[config.mk]
export PLATFORM = sky130hd
export DESIGN_NAME = mem_arbiter
export DESIGN_NICKNAME = d
export VERILOG_FILES = /design/src/rtl/mem_arbiter_pkg.sv /design/src/rtl/mem_arbiter_rr_pick2.sv /design/src/rtl/mem_arbiter.sv
export SDC_FILE = /design/constraint.sdc
export NUM_CORES = 1
export LEC_CHECK = 0
export BUFFER_PORTS_ARGS = -buffer_cell sky130_fd_sc_hd__buf_4
export CORE_AREA = 2 2 104 106
export DETAILED_ROUTE_END_ITERATION = 16
export DIE_AREA = 0 0 106 108
export PLACE_DENSITY = 0.45
export SYNTH_ARGS = -nofsm -noshare
export SYNTH_HDL_FRONTEND = slang
export SYNTH_SLANG_ARGS = --single-unit
[constraint.sdc]
create_clock -name clk -period 1.5 [get_ports clk]
set_clock_uncertainty 0.1 [all_clocks]
set_input_delay 0.3 -clock clk [delete_from_list [all_inputs] [get_ports clk]]
set_output_delay 0.3 -clock clk [all_outputs]
set_load 0.02 [all_outputs]
[src/rtl/mem_arbiter_pkg.sv]
// mem_arbiter_pkg
//   Shared definitions for the memory-arbiter control blocks: the 2-bit FSM
//   state encoding and the port index constants used to name the winner and
//   the last-served pointer.
package mem_arbiter_pkg;

  typedef enum logic [1:0] {
    ST_IDLE   = 2'b00,
    ST_ACCESS = 2'b01,
    ST_RESP   = 2'b10
  } state_t;

  localparam logic PORT0 = 1'b0;  // CPU control path
  localparam logic PORT1 = 1'b1;  // loader

endpackage : mem_arbiter_pkg

[src/rtl/mem_arbiter_rr_pick2.sv]
// rr_pick2
//   Two-way round-robin choice, purely combinational.
//   req[1:0] : request vector, bit N = port N
//   last     : port served most recently
//   winner   : chosen port; on a tie the port not served last wins, a single
//              requester always wins. Don't-care when req is 0.
module rr_pick2
  import mem_arbiter_pkg::*;
(
  input  logic [1:0] req,
  input  logic       last,
  output logic       winner
);

  always_comb begin
    if (req == 2'b11) winner = ~last;
    else              winner = req[1] ? PORT1 : PORT0;
  end

endmodule : rr_pick2

[src/rtl/mem_arbiter.sv]
// mem_arbiter
//   Two-port round-robin arbiter in front of a synchronous-read memory.
//   One access every two cycles: ACCESS issues the winner's request to the
//   memory (gnt pulse), RESP returns the memory's read data (rvalid pulse).
//   Ports:
//     clk, reset                 rising-edge clock, synchronous active-high reset
//     req0/1, we0/1              request and write flag per port
//     addr0/1, wdata0/1          byte address and write data per port
//     gnt0/1, rvalid0/1          issue and completion pulses per port
//     rdata                      shared read data, 0 unless an rvalid is high
//     mem_en, mem_we             memory enable and write strobe
//     mem_addr, mem_wdata        word-aligned address and write data, 0 when idle
//     mem_rdata                  memory read data, valid one cycle after mem_en
module mem_arbiter
  import mem_arbiter_pkg::*;
#(
  parameter int ADDR_W = 32,
  parameter int DATA_W = 32
) (
  input  logic              clk,
  input  logic              reset,
  input  logic              req0,
  input  logic              req1,
  input  logic              we0,
  input  logic              we1,
  input  logic [ADDR_W-1:0] addr0,
  input  logic [ADDR_W-1:0] addr1,
  input  logic [DATA_W-1:0] wdata0,
  input  logic [DATA_W-1:0] wdata1,
  output logic              gnt0,
  output logic              gnt1,
  output logic              rvalid0,
  output logic              rvalid1,
  output logic [DATA_W-1:0] rdata,
  output logic              mem_en,
  output logic              mem_we,
  output logic [ADDR_W-1:0] mem_addr,
  output logic [DATA_W-1:0] mem_wdata,
  input  logic [DATA_W-1:0] mem_rdata
);

  // Clears the two byte-offset bits to form a word address.
  localparam logic [ADDR_W-1:0] WORD_MASK = ~ADDR_W'(3);

  state_t state, state_nxt;
  logic   win, win_nxt;     // port owning the access in flight
  logic   last;             // last port that completed an access
  logic   pick_last;
  logic   pick_winner;

  // In RESP the access being completed counts as already served, so a
  // request held through its own RESP loses a tie to the other port.
  assign pick_last = (state == ST_RESP) ? win : last;

  rr_pick2 u_pick (
    .req    ({req1, req0}),
    .last   (pick_last),
    .winner (pick_winner)
  );

  // NOTE: state registers use non-blocking assignments so every flop samples
  // pre-edge values regardless of statement order.
  always_ff @(posedge clk) begin
    if (reset) begin
      state <= ST_IDLE;
      win   <= PORT0;
      last  <= PORT1;   // port 0 wins the first tie
    end else begin
      state <= state_nxt;
      win   <= win_nxt;
      if (state == ST_RESP) last <= win;
    end
  end

  // NOTE: every output of this block gets a default first, so no path leaves
  // a signal unassigned and no latch is inferred.
  always_comb begin
    state_nxt = state;
    win_nxt   = win;
    gnt0      = 1'b0;
    gnt1      = 1'b0;
    rvalid0   = 1'b0;
    rvalid1   = 1'b0;
    rdata     = '0;
    mem_en    = 1'b0;
    mem_we    = 1'b0;
    mem_addr  = '0;
    mem_wdata = '0;

    case (state)
      ST_ACCESS: begin
        state_nxt = ST_RESP;
        mem_en    = 1'b1;
        // Requesters hold their fields through gnt, so they are driven live
        // rather than captured when the winner was picked.
        if (win == PORT1) begin
          gnt1      = 1'b1;
          mem_we    = we1;
          mem_addr  = addr1 & WORD_MASK;
          mem_wdata = wdata1;
        end else begin
          gnt0      = 1'b1;
          mem_we    = we0;
          mem_addr  = addr0 & WORD_MASK;
          mem_wdata = wdata0;
        end
      end

      ST_IDLE, ST_RESP: begin
        if (state == ST_RESP) begin
          rvalid0 = (win == PORT0);
          rvalid1 = (win == PORT1);
          rdata   = mem_rdata;
        end
        if (req0 || req1) begin
          state_nxt = ST_ACCESS;
          win_nxt   = pick_winner;
        end else begin
          state_nxt = ST_IDLE;
        end
      end

      default: state_nxt = ST_IDLE;
    endcase
  end

endmodule : mem_arbiter

==> results.ini, run 1 <==
[run_status]
status = finished, violations left
violations = negative setup slack

[clock_network]
clk_pin_slew_ns = 0.04
numCtsBuffers = 3
cts_buffer_depth = 2
hold_buffers = 0
cts_root_buf = clkbuf_8
clock_sinks = 4
cts.htree.levels = 1
tritoncts = built
clkLatencyLatePin_ns = 0.22

[die]
rows = 37
core_area_mm2 = 0.0102
ios = 268
die_h_um = 108
start_util = 0.135
die_area_mm2 = 0.0114
fp.dieW_um = 106

[global_route]
antenna_found_initial = 0
grt_overflow_total = 0
grt_pass1_wl_um = 11800
grt_max_degree = 41
grt_usage = 0.127
grt_pass1_vias = 2387

[sta]
grt_setup_unrepaired = yes
setup_violations = 100
hold_viol = 0
fmax_mhz = 579
drv_slew = 0
setup_ws_ns = -0.227
layout_min_cycle_time_ns = 1.73
fin_crit_sh = 1.15

[critical_path]
end_kind = output port
cp.required_ns = 1.10
arrival_ns = 1.33
critPathMaxFanout = 7
startpoint_type = flop
crit_type = reg -> out

[cells_and_area]
mostFrequentLayoutCells = 225 x buf_4, 64 x nor2_1, 62 x mux2i_1
final_common_cell = buf_4
antenna_cells = 0
seq_area_um2 = 91.3
nNetsFinal = 638
multi_input_area_mm2 = 0.00131
synthToLayoutAreaGrowth_pct = 202
drive_gt1_frac = 0.705
fillers = 1037

[route]
drt_iter0_markers = 106
wirelength_um = 8940
post_drt_wl_per_cell_um = 14.7
final_antenna_net_count = 0
viasPerCell = 4.02
drc = 0
first_pass_iters = 4
vias = 2443

[placed_design]
dp_hpwl_um = 6390
gp_congestion = 0.699
pre_cts_ws_ns = 0.0170
portBuffers = 261

[flow_run]
maxCapViolations = 0

[min_path]
holdCritPathClass = in -> reg

[yosys]
yosys-top-cells-area = mux2i_1 46%, nor2_1 18%, and2_1 15%
syn_area_per_cell_um2 = 6.83
ys_warn_count = 0
syn-cell-area_mm2 = 0.00138
synth_cell_types = 21
ys_ff_latch = 4
yosysTopAreaCellShare = 0.457
syn_inst = 202
seq_area_frac_synth = 0.0580
synth_top_area_cell = mux2i_1

[pwr]
p_per_area_mw_per_mm2 = 407
p_leak_nw = 2.08
p_total_w = 0.00169
ir_drop_mv = 0.195

[Yosys cell counts]
library cell,n
nor2b_1,2
or3_1,1
nor2b_2,1
dfxtp_1,4
and2_1,33
o21ai_1,1
inv_1,2
a211oi_1,1
nor3_1,1
mux2i_1,63
nor2_1,67
nor4b_1,1
buf_2,8
clkbuf_1,5
nand2b_1,1
buf_6,2
o21ai_0,1
and2_4,1
nor3b_1,1
buf_4,5
conb_1,1
[layer usage]
layer | wire [µm] | vias up | track usage
li1 | - | 1202 | -
met1 | 2860 | 1068 | 0.119
met2 | 5090 | 167 | 0.275
met3 | 930 | 6 | 0.0356
met4 | 66 | 0 | 0.0169
met5 | 0 | - | 0
[through the flow]
| step | hold slack, ns | setup TNS [ns] | std cells | cell area [µm²] | utilization |
|---|---|---|---|---|---|
| 2_1_floorplan | 0.272 | 0 | 203 | 1380 | - |
| 3_3_place_gp | 0.393 | 0 | 588 | 3520 | 0.344 |
| 3_5_place_dp | 0.396 | 0 | 588 | 3520 | 0.344 |
| 4_1_cts | 0.157 | -16.92 | 598 | 3920 | 0.383 |
| 5_1_grt | 0.163 | -22.84 | 607 | 4160 | 0.407 |
| 6_report | 0.158 | -16.87 | 607 | 4160 | 0.407 |
[path summary, 6_finish.rpt]
kind / slack (ns) / depth (start not counted) / endpoint / from
max: -0.23 / 5 / rdata[10] / state[1]$_SDFF_PP0_
min: 0.16 / 2 / win$_SDFFE_PP0P_ / reset
max reg2reg: 0.05 / 5 / flop / state[1]$_SDFF_PP0_
min reg2reg: 0.41 / 1 / state[0]$_SDFF_PP0_ / state[0]$_SDFF_PP0_
[final cells by class]
type	count	share of cell area
clock buffers	4	0.0108
repair buffers	283	0.609
inverters	2	0.00240
multi-input cells	178	0.315
well taps	136	0.0409
flip-flops and latches	4	0.0219
[power by group]
part	total, W	internal [W]	leakage (nW)	switching, W
combinational	0.00132	0.000763	2.03	0.000558
clock	0.000245	0.000182	0.0228	0.0000634
sequential	0.000127	0.000113	0.0349	0.0000140
total	0.00169	0.00106	2.08	0.000636
[kinds of logic (layout without fill, tap and decap cells)]
logic type,Yosys count,in the layout,share of synthesized area
other,1,2,0.00272
DFF,4,4,0.0580
and+or+nand+nor,109,110,0.378
muxes,63,63,0.457
buffers and inverters,22,289,0.0916
AOI/OAI and AO/OA,3,3,0.0127
[critical path, cell delays in order (launching register included)]
cell	delay [ns]
dfxtp_4	0.35
nor2b_4	0.22
buf_12	0.14
clkbuf_16	0.14
and2_4	0.14
buf_6	0.11
[repair_timing]
action / 4_1_cts / 5_1_grt
resized for setup: 69 / 30
setup endpoints to repair: 100 / 100
gates cloned: 4 / 8
pin swaps: 2 / 24
setup buffers: 2 / 2
Note: power is estimated with default switching activity, not from simulation.
==> inputs of run 2 (changes only) <==
--- a/config.mk
+++ b/config.mk
@@ -5,11 +5,11 @@
 export SDC_FILE = /design/constraint.sdc
 export NUM_CORES = 1
 export LEC_CHECK = 0
-export BUFFER_PORTS_ARGS = -buffer_cell sky130_fd_sc_hd__buf_4
 export CORE_AREA = 2 2 104 106
 export DETAILED_ROUTE_END_ITERATION = 16
 export DIE_AREA = 0 0 106 108
-export PLACE_DENSITY = 0.45
+export DONT_BUFFER_PORTS = 1
+export PLACE_DENSITY = 0.3
 export SYNTH_ARGS = -nofsm -noshare
 export SYNTH_HDL_FRONTEND = slang
 export SYNTH_SLANG_ARGS = --single-unit
==> run 2 against run 1 <==
The flow still finishes with violations (negative setup slack). Non-clock buffer count decreased by 181. Critical path type unchanged. Combinational power down 21%. Critical endpoint is now mem_wdata[23]. First-iteration DRC count fell by 51%.
==> results.ini, run 2 (synthesized netlist as in run 1, its figures left out) <==
[placed_design]
dp_cells = 397  ; was 588
portBuffers = 0  ; was 261
post_dp_cell_area_mm2 = 0.00210  ; was 0.00352 mm²
gp_congestion = 0.725  ; was 0.699
dp_hpwl_um = 4720  ; was 6390 µm

[die]
ios = 268  ; unchanged
rows = 37  ; unchanged
die_area_mm2 = 0.0114  ; unchanged
fp.dieW_um = 106  ; unchanged
die_h_um = 108  ; unchanged
start_util = 0.135  ; unchanged
core_area_mm2 = 0.0102  ; unchanged

[global_route]
grt_pass1_vias = 1591  ; was 2387
antenna_found_initial = 0  ; unchanged
grt_overflow_total = 0  ; unchanged
grt_max_degree = 19  ; was 41
grt_usage = 0.0959  ; was 0.127
grt_pass1_wl_um = 8350  ; was 11800 µm

[pwr]
sequentialPowerShare = 0.089  ; was 0.075
p_int_w = 0.000832  ; was 0.00106 W
sw_frac_of_total = 0.409  ; was 0.375
ir_drop_mv = 0.362  ; was 0.195 mV
p_leak_nw = 1.20  ; was 2.08 nW
combPwrFrac = 0.737  ; was 0.780
pwr-share-clk = 0.174  ; was 0.145
power_switching_w = 0.000576  ; was 0.000636 W
p_per_area_mw_per_mm2 = 498  ; was 407 mW/mm²

[critical_path]
crit_type = reg -> out  ; unchanged
cp.required_ns = 1.10  ; about the same
crit_family = buffers and inverters  ; unchanged
regToRegSetupSlack_ns = 0.01  ; was 0.05 ns
critPathMaxFanout = 7  ; unchanged
rr_worst_depth = 5  ; unchanged
path_common_cell = buf_12
arrival_ns = 1.31  ; was 1.33 ns
critPathMaxStageDelay_ns = 0.38  ; was 0.35 ns
startpoint_type = flop  ; unchanged
r2r-start = win$_SDFFE_PP0P_  ; was state[1]$_SDFF_PP0_
cpMaxStageDelayCell = dfxtp_4  ; unchanged
crit_buf_inv = 3  ; unchanged
startpoint = win$_SDFFE_PP0P_  ; was state[1]$_SDFF_PP0_
end_kind = output port  ; unchanged
path_cells = buf_12, buf_12, mux2i_2, nor2_1, buf_4  ; was nor2b_4, buf_12, clkbuf_16, and2_4, buf_6

[run_status]
violations = negative setup slack  ; unchanged
status = finished, violations left  ; unchanged

[route]
final_antenna_net_count = 0  ; unchanged
drc = 0  ; unchanged
post_drt_wl_per_cell_um = 16.2  ; was 14.7 µm
first_pass_iters = 4  ; unchanged
wirelength_um = 6900  ; was 8940 µm
viasPerCell = 4.23  ; was 4.02
vias = 1796  ; was 2443
drt_iter0_markers = 52  ; was 106

[flow_run]
maxCapViolations = 0  ; unchanged

[cells_and_area]
stdcell_count = 425  ; was 607
antenna_cells = 0  ; unchanged
fillers = 1075  ; was 1037
drive_gt1_frac = 0.564  ; was 0.705
final_cell_area_mm2 = 0.00283  ; was 0.00416 mm²
mostFrequentLayoutCells = 64 x buf_4, 57 x mux2i_1, 57 x nor2_1  ; was 225 x buf_4, 64 x nor2_1, 62 x mux2i_1
final_common_cell = buf_4  ; unchanged
synthToLayoutAreaGrowth_pct = 105  ; was 202%
nNetsFinal = 456  ; was 638

[sta]
layout_min_cycle_time_ns = 1.71  ; was 1.73 ns
setup_ws_ns = -0.213  ; was -0.227 ns
fin_crit_sh = 1.14  ; was 1.15
timing.hold.ws_ns = 0.0434  ; was 0.158 ns
drv_slew = 0  ; unchanged
hold_viol = 0  ; unchanged
setup_violations = 100  ; unchanged
fmax_mhz = 584  ; was 579 MHz
grt_setup_unrepaired = yes  ; unchanged

[min_path]
hold_end = win$_SDFFE_PP0P_  ; unchanged
hold_start = reset  ; unchanged
holdCritPathClass = in -> reg  ; unchanged
hold_depth = 1  ; was 2

[clock_network]
tritoncts = built  ; unchanged
clk_pin_slew_ns = 0.04  ; about the same
clock_sinks = 4  ; unchanged
clkLatencyLatePin_ns = 0.22  ; about the same
cts.htree.levels = 1  ; unchanged
numCtsBuffers = 3  ; unchanged
cts_root_buf = clkbuf_8  ; unchanged
cts_buffer_depth = 2  ; unchanged

-- run 2: worst register-to-register path: cells and delay by family, from the launching register on --
kind	cells	cell delay (ns)
buf+inv	3	0.38
flops	1	0.36
simple gates	2	0.52
-- run 2: worst max-delay path by stage --
stage | cells after the start | slack (ns) | endpoint
6_report | 5 | -0.21 | mem_wdata[23]
5_1_grt | 5 | -0.29 | mem_wdata[23]
4_1_cts | 5 | -0.22 | mem_wdata[23]
3_5_place_dp | 4 | -0.02 | mem_wdata[26]
3_3_place_gp | 4 | -0.01 | mem_wdata[26]
2_1_floorplan | 5 | 0.007 | mem_addr[24]
-- run 2: area by class of cell --
type | instances | area, µm² | share of cell area
flip-flops and latches | 4 | 88.8 | 0.0314
well taps | 136 | 170 | 0.0602
inverters | 2 | 10.0 | 0.00354
repair buffers | 102 | 1160 | 0.411
clock buffers | 4 | 45.0 | 0.0159
multi-input cells | 177 | 1350 | 0.478
-- run 2: layer usage --
metal  track usage  vias to the layer above  wire length, µm
met2         0.209                      161             4020
met1        0.0889                      789             2110
met5             0                        -                0
met4        0.0169                        0               87
met3        0.0229                        6              678
li1              -                      840                -
-- run 2: timing repair --
action / CTS / global route
cloned: 7 / 6
buffers inserted: 11 / 4
endpoints found under the setup margin: 100 / 102
endpoints found under the hold margin: 0 / 0
pin swaps: 34 / 9
resized for setup: 93 / 26
hold buffers: 0 / 0
-- run 2: metrics by stage --
stage | setup WS, ns | TNS (ns) | power (W) | utilization
finish | -0.213 | -13.08 | 0.00141 | 0.276
global route | -0.285 | -18.12 | 0.00149 | 0.276
CTS | -0.221 | -14.64 | 0.00135 | 0.257
detailed placement | -0.0230 | -0.0302 | 0.000896 | 0.205
global placement | -0.0145 | -0.0224 | 0.000896 | 0.205
floorplan | 0.00679 | 0 | 0.000638 | -
-- run 2: power by group through the flow --
| stage | registers, W | clock network [W] | logic (W) |
|---|---|---|---|
| final | 0.000125 | 0.000244 | 0.00104 |
| after global routing | 0.000127 | 0.000265 | 0.00110 |
| after CTS | 0.000125 | 0.000255 | 0.000975 |
| after detailed placement | 0.000123 | 0 | 0.000773 |
| after global placement | 0.000123 | 0 | 0.000773 |
| after floorplan | 0.000120 | 0 | 0.000518 |
